File: config.mk
export PLATFORM = sky130hd
export DESIGN_NAME = minitest_shr_host
export DESIGN_NICKNAME = d
export VERILOG_FILES = /design/src/rtl/minitest_shr_pkg.sv /design/src/rtl/minitest_shr_deser.sv /design/src/rtl/minitest_shr_host.sv
export SDC_FILE = /design/constraint.sdc
export NUM_CORES = 1
export LEC_CHECK = 0
export ABC_AREA = 1
export CAP_MARGIN = 20
export CORE_MARGIN = 2
export CORE_UTILIZATION = 47
export CTS_BUF_LIST = sky130_fd_sc_hd__clkbuf_8
export DETAILED_ROUTE_END_ITERATION = 7
export PLACE_DENSITY = 0.84
export SLEW_MARGIN = 5
export SYNTH_ARGS = -nofsm -noshare
export SYNTH_HDL_FRONTEND = slang
export SYNTH_SLANG_ARGS = --single-unit
File: constraint.sdc
create_clock -name clk -period 1.5 [get_ports clk]
set_input_delay 0.15 -clock clk [delete_from_list [all_inputs] [get_ports clk]]
set_output_delay 0.15 -clock clk [all_outputs]
set_load 0.01 [all_outputs]
File: src/rtl/minitest_shr_pkg.sv
// minitest_shr_pkg
//   Shared definitions for the minitest shift-register host slice:
//   FSM state encoding, default chain lengths and the counter-width helper.
package minitest_shr_pkg;

  localparam int DIN_N_DEF  = 160;
  localparam int DOUT_N_DEF = 160;

  typedef enum logic [2:0] {
    IDLE,
    SHIFT1,
    APPLY,
    SHIFT2,
    CAPTURE,
    DRAIN,
    DONE
  } state_t;

  // Width of a counter that must reach max(a, b).
  function automatic int unsigned cnt_width(input int unsigned a, input int unsigned b);
    int unsigned m;
    m = (a > b) ? a : b;
    return $clog2(m + 1);
  endfunction

endpackage

File: src/rtl/minitest_shr_deser.sv
// minitest_shr_deser
//   Response deserialiser. While en is high it first discards DO_LAT bits
//   (pipeline latency on the DUT response path), then shifts sdi into data
//   MSB-first. data holds its value whenever en is low.
// Ports:
//   clk, rst_n  clock, asynchronous active-low reset
//   en          high for every DRAIN cycle
//   sdi         serial response bit from the DUT (after any delay stages)
//   data        captured DOUT_N-bit response
import minitest_shr_pkg::*;

module minitest_shr_deser #(
  parameter int DOUT_N = DOUT_N_DEF,
  parameter int DO_LAT = 0,
  parameter int CNT_W  = 8
) (
  input  logic              clk,
  input  logic              rst_n,
  input  logic              en,
  input  logic              sdi,
  output logic [DOUT_N-1:0] data
);

  logic [CNT_W-1:0] skip;

  always_ff @(posedge clk or negedge rst_n) begin
    if (!rst_n) begin
      skip <= '0;
      data <= '0;
    end else if (!en) begin
      skip <= '0;
    end else if (skip != CNT_W'(DO_LAT)) begin
      skip <= skip + 1'b1;
    end else begin
      data <= {data[DOUT_N-2:0], sdi};
    end
  end

endmodule

File: src/rtl/minitest_shr_host.sv
// minitest_shr_host
//   Host for a serial-scan DUT: shifts a stimulus vector in twice around an
//   apply strobe, strobes a capture, then drains the DUT response chain.
//   Optional compare against an expected response when the macro
//   MINITEST_SHR_HOST_MISMATCH_EN is defined.
// Ports:
//   clk, rst_n                  clock (shared with DUT), async active-low reset
//   req_valid/req_ready/req_data   stimulus request handshake
//   rsp_valid/rsp_ready/rsp_data   response handshake
//   req_exp, rsp_mismatch       expected response / compare result (macro only)
//   di, stb                     serial stimulus and apply/capture strobe to DUT
//   dut_do                      serial response from DUT ("do" is a
//                               SystemVerilog keyword, hence this name)
import minitest_shr_pkg::*;

module minitest_shr_host #(
  parameter int DIN_N  = DIN_N_DEF,
  parameter int DOUT_N = DOUT_N_DEF,
  parameter int DO_LAT = 0
) (
  input  logic              clk,
  input  logic              rst_n,
  input  logic              req_valid,
  output logic              req_ready,
  input  logic [DIN_N-1:0]  req_data,
  output logic              rsp_valid,
  input  logic              rsp_ready,
  output logic [DOUT_N-1:0] rsp_data,
`ifdef MINITEST_SHR_HOST_MISMATCH_EN
  input  logic [DOUT_N-1:0] req_exp,
  output logic              rsp_mismatch,
`endif
  output logic              di,
  output logic              stb,
  input  logic              dut_do
);

  localparam int unsigned CNT_W = cnt_width(DIN_N, DOUT_N + DO_LAT);
  localparam logic [CNT_W-1:0] SHIFT_LAST = CNT_W'(DIN_N - 1);
  localparam logic [CNT_W-1:0] DRAIN_LAST = CNT_W'(DO_LAT + DOUT_N - 1);

  state_t           state;
  logic [CNT_W-1:0] cnt;
  logic [DIN_N-1:0] vec;

  // vec is rotated left once per shift cycle instead of being indexed by
  // cnt; after DIN_N rotations it is back to the latched value, so SHIFT2
  // re-sends the identical vector.
  always_ff @(posedge clk or negedge rst_n) begin
    if (!rst_n) begin
      state <= IDLE;
      cnt   <= '0;
      vec   <= '0;
    end else begin
      case (state)
        IDLE: begin
          cnt <= '0;
          if (req_valid) begin
            state <= SHIFT1;
            vec   <= req_data;
          end
        end
        SHIFT1, SHIFT2: begin
          vec <= {vec[DIN_N-2:0], vec[DIN_N-1]};
          if (cnt == SHIFT_LAST) begin
            state <= (state == SHIFT1) ? APPLY : CAPTURE;
            cnt   <= '0;
          end else begin
            cnt <= cnt + 1'b1;
          end
        end
        APPLY: begin
          state <= SHIFT2;
          cnt   <= '0;
        end
        CAPTURE: begin
          state <= DRAIN;
          cnt   <= '0;
        end
        DRAIN: begin
          if (cnt == DRAIN_LAST) begin
            state <= DONE;
            cnt   <= '0;
          end else begin
            cnt <= cnt + 1'b1;
          end
        end
        DONE: begin
          cnt <= '0;
          if (rsp_ready) state <= IDLE;
        end
        default: begin
          state <= IDLE;
          cnt   <= '0;
        end
      endcase
    end
  end

  always_comb begin
    di        = ((state == SHIFT1) || (state == SHIFT2)) ? vec[DIN_N-1] : 1'b0;
    stb       = (state == APPLY) || (state == CAPTURE);
    req_ready = (state == IDLE);
    rsp_valid = (state == DONE);
  end

  minitest_shr_deser #(
    .DOUT_N (DOUT_N),
    .DO_LAT (DO_LAT),
    .CNT_W  (CNT_W)
  ) u_deser (
    .clk   (clk),
    .rst_n (rst_n),
    .en    (state == DRAIN),
    .sdi   (dut_do),
    .data  (rsp_data)
  );

`ifdef MINITEST_SHR_HOST_MISMATCH_EN
  logic [DOUT_N-1:0] exp_q;

  always_ff @(posedge clk or negedge rst_n) begin
    if (!rst_n) begin
      exp_q <= '0;
    end else if (state == IDLE && req_valid) begin
      exp_q <= req_exp;
    end
  end

  always_comb rsp_mismatch = (state == DONE) && (rsp_data != exp_q);
`endif

endmodule

=== Word-level counts from Yosys, hierarchy flattened ===
Index checks and enable logic that the tools add are counted.

* $add $sub $neg: 2
* Equality and inequality tests: 12
* Mux-type cells: 13
* Bitwise gates (word level): 1
* Reductions and logical operators: 10

{| class="wikitable"
|+ Operators with widths
! operator !! number
|-
| $pmux W160 S2 || 1
|-
| $mux W160 || 1
|-
| $mux W8 || 4
|-
| $pmux W3 S6 || 1
|-
| $add A8 B1 Y8 const B || 2
|-
| $mux W3 || 5
|-
| $eq A3 B3 Y1 const B || 3
|-
| $eq A8 B8 Y1 const B || 1
|-
| $ne A2 B2 Y1 const B || 4
|-
| $reduce_bool A8 Y1 || 1
|-
| $eq A3 B2 Y1 const B || 2
|-
| $reduce_and A2 Y1 || 2
|-
| $reduce_and A4 Y1 || 1
|-
| $eq A3 B1 Y1 const B || 1
|-
| $logic_not A3 Y1 || 1
|-
| $reduce_or A3 Y1 || 1
|-
| $logic_or A1 B1 Y1 || 2
|-
| $ne A2 B1 Y1 const B || 1
|-
| $reduce_bool A2 Y1 || 1
|-
| $reduce_or A2 Y1 || 1
|-
| $mux W1 || 1
|-
| $not A1 Y1 || 1
|}

* Bits in registers: 339
* Input port bits: 165
* Output and inout bits: 164
* Logic and storage cells: 43

=== Longest topological paths before layout ===
Gate-level depths: netlist (run 1).

* Depth after elaboration: 4
* Gate-level depth with buffers: 8
* Mapped depth without buffers: 8

=== Hierarchy ===
Synthesis (run 1) repeated with hierarchy kept, for this count alone.

* Cells, all modules: 1867
* Area total of the unflattened synthesis: 15125.8 um^2

{| class="wikitable"
|+ Modules (own cells, without submodules)
! module !! instances !! cells an instance !! area an instance (um^2) !! seq. area each (um^2)
|-
| minitest_shr_host || 1 || 1111 || 8388.0 || 4279.1
|-
| minitest_shr_deser || 1 || 756 || 6737.7 || 4204.0
|}

=== Least setup slack after synthesis (run 1) ===
Ideal clock, no wire load.

* Kind: register to register
* Start point: reg u_deser.skip[0]
* End point: reg u_deser.data[100]
* Library setup time: 0.117 ns
* Data arrival time: 1.432 ns
* Data required time: 1.383 ns
* Setup slack: -0.049 ns
* Stages on the path, launching flop included: 9
* Buffers on the path: 2
* Clock period less this slack: 1.549 ns
* Cells stage by stage: dfrtp_1 > inv_1 > ha_1 > nor3b_1 > nand4_2 > buf_4 > buf_4 > nand2_1 > nand2_1

* Word-level cells in the longest chain between the ends: 3

{| class="wikitable"
|+ Ends and longest elaborated chain
! element !! line !! text
|-
| from (decl) || minitest_shr_deser.sv:24 || <nowiki>logic [CNT_W-1:0] skip;</nowiki>
|-
| from (signal assigned) || minitest_shr_deser.sv:33 || <nowiki>skip <= skip + 1'b1;</nowiki>
|-
| $reduce_bool A8 Y1 || minitest_shr_deser.sv:32 || <nowiki>end else if (skip != CNT_W'(DO_LAT)) begin</nowiki>
|-
| $not A1 Y1 (no source line) || - ||
|-
| $reduce_and A2 Y1 (no source line) || - ||
|-
| to (signal assigned) || minitest_shr_deser.sv:35 || <nowiki>data <= {data[DOUT_N-2:0], sdi};</nowiki>
|-
| to (decl) || minitest_shr_deser.sv:21 || <nowiki>output logic [DOUT_N-1:0] data</nowiki>
|}

No other way between the ends.
A chain may end at the register's enable or synchronous reset.

=== Worst setup path after layout (run 1) ===
* Start point: reg state[2]
* End point: reg u_deser.data[110]

* Word-level cells in the longest chain between the ends: 2

{| class="wikitable"
|+ Ends and longest elaborated chain
! element !! line !! text
|-
| from (decl) || minitest_shr_host.sv:42 || <nowiki>state_t state;</nowiki>
|-
| from (signal assigned) || minitest_shr_host.sv:66 || <nowiki>state <= (state == SHIFT1) ? APPLY : CAPTURE;</nowiki>
|-
| $eq A3 B3 Y1 || minitest_shr_host.sv:114 || <nowiki>.en (state == DRAIN),</nowiki>
|-
| $reduce_and A2 Y1 (no source line) || - ||
|}

No other way between the ends.

==> results of run 1 <==
[Yosys cell counts (all sizes together)]
cell type and count:
a31oi 1, nand2 829, nor3b 1, o21ai 325, o21ba 1, nand4 3, nor3 2, clkbuf 25
ha 3, a21oi 7, buf 79, nand3 14, inv 180, dfrtp 339, xor2 3, nor2 25
or2 1
[kinds of logic (layout without fill, tap and decap cells)]
| kind of cell | Yosys count | after routing | synth area share, % |
|---|---|---|---|
| xor gates and xnor gates | 3 | 3 | 0.178 |
| AOI/OAI and AO/OA | 334 | 334 | 11.4 |
| and+or+nand+nor | 875 | 876 | 22.6 |
| buffers and inverters | 284 | 785 | 8.35 |
| DFF | 339 | 339 | 57.3 |
| adders and majority gates | 3 | 3 | 0.254 |
[per-layer routing]
| layer | share of wire [%] | up-vias |
|---|---|---|
| li1 | - | 6619 |
| met1 | 37 | 7120 |
| met2 | 49 | 861 |
| met3 | 8.2 | 210 |
| met4 | 5.1 | 0 |
| met5 | 0 | - |
[power groups by stage]
stage	clock network, mW	registers [mW]	logic, mW
finish	8.20	9.15	0.687
global route	8.75	9.14	0.745
CTS	8.18	9.15	0.693
detailed placement	0	9.31	0.689
global placement	0	9.31	0.686
floorplan	0	9.31	0.00152
[layout by cell type (no fill, tap or decap), types with 15 or more instances in the layout]
cell type and instances:
clkdlybuf4s50_1 163, clkbuf_16 18, nand2_2 130, buf_12 40, dlygate4sd2_1 158, buf_16 19
dfrtp_1 335, o21ai_0 283, clkbuf_8 68, buf_4 68, buf_6 19, nand2_4 59
o21ai_2 15, inv_1 197, nand2_1 639, nor2_1 19, o21ai_1 26
[how the worst max path moves through the flow]
stage | to | slack, ns | cells past startpoint
floorplan | u_deser.data[100] | 0.0002 | 8
global placement | u_deser.data[71] | -0.07 | 6
detailed placement | u_deser.data[14] | -0.17 | 7
CTS | u_deser.data[4] | -0.24 | 10
global route | u_deser.data[110] | -0.30 | 10
finish | u_deser.data[110] | -0.26 | 10
[flip-flops by register name, summed over array words and instances (netlist names)]
register      cells
u_deser.data    160
vec             160
cnt               8
state             3
u_deser.skip      8
[repair_timing]
action | in CTS | in global routing
pin swaps | 26 | 62
endpoints found under the hold margin | 339 | 0
endpoints found under the setup margin | 378 | 383
setup buffers | 44 | 14
gates resized for setup | 308 | 287
gates cloned | 24 | 22
hold buffers | 1 | 0
[stage by stage]
step | std cells | hold slack [ns]
finish | 2736 | 0.0744
global route | 2736 | 0.0843
CTS | 2710 | 0.0671
detailed placement | 2539 | 0.0835
global placement | 2539 | 0.0836
floorplan | 1838 | -0.146
[final cells by class]
class | count | area share [%]
Clock buffer | 68 | 4.14
Timing Repair Buffer | 503 | 25.6
Clock inverter | 34 | 0.880
Sequential cell | 339 | 37.6
Multi-Input combinational cell | 1216 | 26.7
Inverter | 180 | 3.01
Tap cell | 396 | 2.19
[worst max-delay path: stages, from the launching register on]
cell	delay, ns
dfrtp_2	0.45
buf_4	0.15
buf_4	0.13
nand3_4	0.12
nor2_4	0.06
buf_12	0.14
buf_6	0.12
buf_16	0.14
buf_4	0.16
nand2_1	0.12
nand2_2	0.09
==> flow_metrics.py, run 1 <==
metrics = {
    "setup_path": {
        "cp.arrival_ns": 2.24,
        "r2r_end": "u_deser.data[110]",
        "required_ns": 1.98,
        "worstPathMaxFanout": 6,
        "crit_start": "state[2]",
        "r2r_cells": 10,
        "setup.reg_to_reg.worst_slack_ns": -0.26,
        "worstSetupPathType": "flop to flop",
        "reg2reg_from": "state[2]",
        "crit_path_end_kind": "flop",
        "cp-start-kind": "flop",
    },
    "global_route": {
        "use_met3_pct": 5.38,
        "antenna_found_initial": 0,
        "grt_pass1_wl_um": 71200,
        "grtUsageMet1_pct": 33.4,
        "grt_pass1_vias": 14100,
        "grt_max_degree": 66,
        "gr-total-overflow": 0,
        "grt_usage_pct": 26.8,
        "met2_usage_pct": 45.8,
        "busiest_layer": "met2",
    },
    "floorplanning": {
        "die_y_um": 181,
        "io_pins": 329,
        "die_area_mm2": 0.0329,
        "die_w_um": 181,
        "initial_core_util_pct": 48.0,
        "row_count": 64,
        "core_area_mm2": 0.0308,
    },
    "clocking": {
        "root_buffer": "clkbuf_8",
        "cts.htree.levels": 2,
        "cts_tree": "done",
        "clock_sinks": 339,
        "worst_setup_hold_path_clk_slew_ns": 0.07,
        "cts_buffers": 55,
        "clockBufferDepth": 3,
        "clock_latency_ns": 0.60,
    },
    "status": {
        "status": "finished with violations",
        "violations": "negative setup slack",
    },
    "placement": {
        "dpl.hpwl_um": 27100,
        "port-buffer-count": 328,
        "post_dp_cell_area_mm2": 0.0189,
        "place_ws_ns": -0.171,
        "gp_congestion": 0.875,
    },
    "power_and_ir_drop": {
        "p_sw_share_pct": 22.5,
        "ir_worst_vdd_v": 0.000561,
        "p_per_area_mw_per_mm2": 798,
        "comb_power_share_pct": 3.8,
        "cellLeakagePower_nw": 12.9,
        "clkPwrFrac_pct": 45.5,
        "p_int_mw": 14.0,
        "power_frac_seq_pct": 50.7,
        "p_switching_mw": 4.05,
        "power.total_mw": 18.0,
    },
    "timing": {
        "period_share_pct": 117,
        "report.final.setup_viol": 364,
        "hold_viol": 0,
        "worst_pin_slew_ns": 0.433,
        "rsz0062_at_grt": "true",
        "slew_headroom_pct": 71.1,
        "period_minus_slack_ns": 1.76,
        "maxSlewViolCount": 0,
        "max_freq_ghz": 0.569,
        "layout_setup_ws_ns": -0.259,
        "skew_ns": 0.0388,
        "finalSetupTns_ns": -44.70,
    },
    "synthesis": {
        "ys_seq_area_share_pct": 57.3,
        "synthCells": 1838,
        "synth_cell_types": 26,
        "syn_area_per_cell_um2": 8.05,
        "yosysWarningCount": 0,
        "synth_area_mm2": 0.0148,
        "synth_area_leaders": "dfrtp_1 (57%), nand2_1 (21%), o21ai_0 (11%), inv_1 (4.5%), buf_2 (1.8%)",
        "synth_seq_cells": 339,
        "synth_nets": 2006,
        "synth.largest_area_cell": "dfrtp_1",
        "synth_top_area_share_pct": 57.3,
    },
    "layout": {
        "area_growth_pct": 52.7,
        "fillers": 1931,
        "final-seq-area_mm2": 0.00849,
        "antenna_cells": 0,
        "multi_input_area_mm2": 0.00602,
        "final_core_util_pct": 73.3,
        "final_nets": 2463,
        "stdcell_area_mm2": 0.0226,
        "drive_gt1_share_pct": 20.8,
    },
    "min_path": {
        "hp-class": "input pin to async pin",
    },
    "routing": {
        "antenna_left": 0,
        "via_count": 14800,
        "drtIter0Drc": 1442,
        "routed_via_density": 5.41,
        "first_pass_iters": 7,
        "wl_per_cell_um": 18.5,
        "wl_um": 50600,
        "drc": 0,
    },
    "flow_run": {
        "cap_violations": 0,
    },
}
Power figures use the tool's default switching activity.
==> run 2, diff against run 1 <==
--- a/config.mk
+++ b/config.mk
@@ -9,8 +9,9 @@
 export CAP_MARGIN = 20
 export CORE_MARGIN = 2
-export CORE_UTILIZATION = 47
+export CORE_UTILIZATION = 65
 export CTS_BUF_LIST = sky130_fd_sc_hd__clkbuf_8
 export DETAILED_ROUTE_END_ITERATION = 7
-export PLACE_DENSITY = 0.84
+export DONT_BUFFER_PORTS = 1
+export PLACE_DENSITY = 0.87
 export SLEW_MARGIN = 5
 export SYNTH_ARGS = -nofsm -noshare
==> constraint.sdc (replaced) <==
create_clock -name clk -period 1.77 [get_ports clk]
set_input_delay 0.354 -clock clk [delete_from_list [all_inputs] [get_ports clk]]
set_output_delay 0.354 -clock clk [all_outputs]
set_load 0.01 [all_outputs]
==> flow_metrics.py, run 2 (synthesized netlist as in run 1, its figures left out) <==
metrics = {
    "placement": {
        "gp_congestion": 0.822,
        "dpl.hpwl_um": 21900,
        "port-buffer-count": 0,
        "post_dp_cell_area_mm2": 0.0152,
    },
    "layout": {
        "area_growth_pct": 13.0,
        "final_cell_mix": "nand2_1 (827), dfrtp_1 (337), o21ai_0 (324), inv_1 (192), clkbuf_8 (70)",
        "final_nets": 2037,
        "final-seq-area_mm2": 0.00849,
        "drive_gt1_share_pct": 8.07,
        "layout_commonest_cell": "nand2_1",
        "multi_input_area_mm2": 0.00515,
        "antenna_cells": 0,
        "biggestRegsByFlops": "u_deser.data (160), vec (160)",
        "fillers": 1515,
        "stdcell_area_mm2": 0.0167,
    },
    "min_path": {
        "hp-class": "input pin to async pin",
    },
    "clocking": {
        "cts_buffers": 53,
        "clockBufferDepth": 3,
        "clock_latency_ns": 0.57,
        "worst_setup_hold_path_clk_slew_ns": 0.07,
        "cts_hold_buf": 24,
        "cts.htree.levels": 2,
        "clock_sinks": 339,
        "cts_tree": "done",
        "root_buffer": "clkbuf_8",
    },
    "timing": {
        "hold_viol": 339,
        "skew_ns": 0.0252,
        "report.final.setup_viol": 0,
        "rsz0062_at_grt": "true",
        "period_share_pct": 97.4,
        "period_minus_slack_ns": 1.72,
        "hold_slack_ns": -0.499,
        "worst_pin_slew_ns": 0.427,
        "slew_headroom_pct": 71.6,
        "maxSlewViolCount": 0,
        "max_freq_ghz": 0.580,
    },
    "setup_path": {
        "cp-start-kind": "flop",
        "worstPathMaxFanout": 4,
        "worstSetupPathType": "flop to output port",
        "slowest_delay_ns": 0.45,
        "cp.arrival_ns": 1.37,
        "cp_top_family": "flip-flops",
        "crit_slowest_cell": "dfrtp_2",
        "cp_num_buf_inv": 2,
        "crit_path_cell_trace": "inv_4 > nand2_8 > nor2_4 > buf_6",
        "crit_path_end_kind": "output port",
        "required_ns": 1.42,
    },
    "routing": {
        "routed_via_density": 5.47,
        "drtIter0Drc": 1040,
        "first_pass_iters": 7,
        "drc": 0,
        "wl_per_cell_um": 16.0,
        "via_count": 12000,
        "antenna_left": 0,
        "wl_um": 35200,
    },
    "floorplanning": {
        "core_area_mm2": 0.0225,
        "initial_core_util_pct": 65.8,
        "die_y_um": 155,
        "row_count": 55,
        "die_area_mm2": 0.0240,
        "io_pins": 329,
        "die_w_um": 155,
    },
    "power_and_ir_drop": {
        "power.total_mw": 14.3,
        "cellLeakagePower_nw": 9.71,
        "p_per_area_mw_per_mm2": 853,
        "ir_worst_vdd_v": 0.000629,
    },
    "global_route": {
        "grt_max_degree": 340,
        "grt_pass1_wl_um": 54700,
        "grt_pass1_vias": 11400,
        "gr-total-overflow": 0,
        "grt_usage_pct": 27.9,
        "antenna_found_initial": 0,
    },
    "status": {
        "violations": "negative hold slack",
        "status": "finished with violations",
    },
    "flow_run": {
        "cap_violations": 0,
    },
}
run 2: what timing repair did:
item,4_1_cts,5_1_grt
pin swaps,1,4
buffers inserted,6,8
cloned,0,4
hold endpoints to repair,363,339
resized for setup,6,14
setup endpoints to repair,3,284
run 2: worst paths after layout:
check | endpoint | start | cells after the start | slack [ns]
worst max-delay path | di | state[2] | 4 | 0.05
worst min-delay path | vec[67] | rst_n | 0 | -0.50
worst max register to register | u_deser.data[72] | u_deser.skip[6] | 8 | 0.05
worst min register to register | cnt[0] | cnt[0] | 1 | 0.48
max in group asynchronous | vec[116] | rst_n | 0 | 1.89
min in group clk | vec[138] | req_data[138] | 4 | 0.03
run 2: per-layer routing:
layer | routed length [um] | GRT usage, % | up-vias
met2 | 17300 | 47.2 | 526
met3 | 3450 | 9.05 | 86
met5 | 0 | 0 | -
li1 | - | - | 5732
met1 | 13400 | 33.9 | 5642
met4 | 1070 | 9.61 | 0
run 2: final cells by class:
cell class	instances	area share [%]
clock buffers	70	5.76
clock inverters	24	0.628
inverters	180	4.07
multi-input cells	1215	30.8
flip-flops and latches	339	50.7
well taps	285	2.13
repair buffers	80	5.92
run 2: stage by stage:
stage | TNS (ns) | instances | setup WS (ns) | util (%)
after floorplan | 0 | 1838 | 0.221 | -
after global placement | 0 | 2057 | 0.105 | 67.3
after detailed placement | 0 | 2057 | 0.0451 | 67.3
after CTS | -0.0390 | 2181 | -0.0256 | 73.4
after global routing | -0.380 | 2193 | -0.0378 | 74.4
final | 0 | 2193 | 0.0462 | 74.4
run 2: report_power, final:
group / total, mW / internal [mW] / switching (mW) / leakage, nW
Clock: 6.47 / 3.52 / 2.95 / 0.612
Sequential: 7.75 / 7.75 / 0 / 3.87
Combinational: 0.0481 / 0.0358 / 0.0124 / 5.23
Total: 14.3 / 11.3 / 2.97 / 9.71
==> run 3, diff against run 2 <==
Settings changed: SKIP_LAST_GASP set to 1.
==> results of run 3 <==
The final DEF is identical to that of run 2; final timing and power are the same.
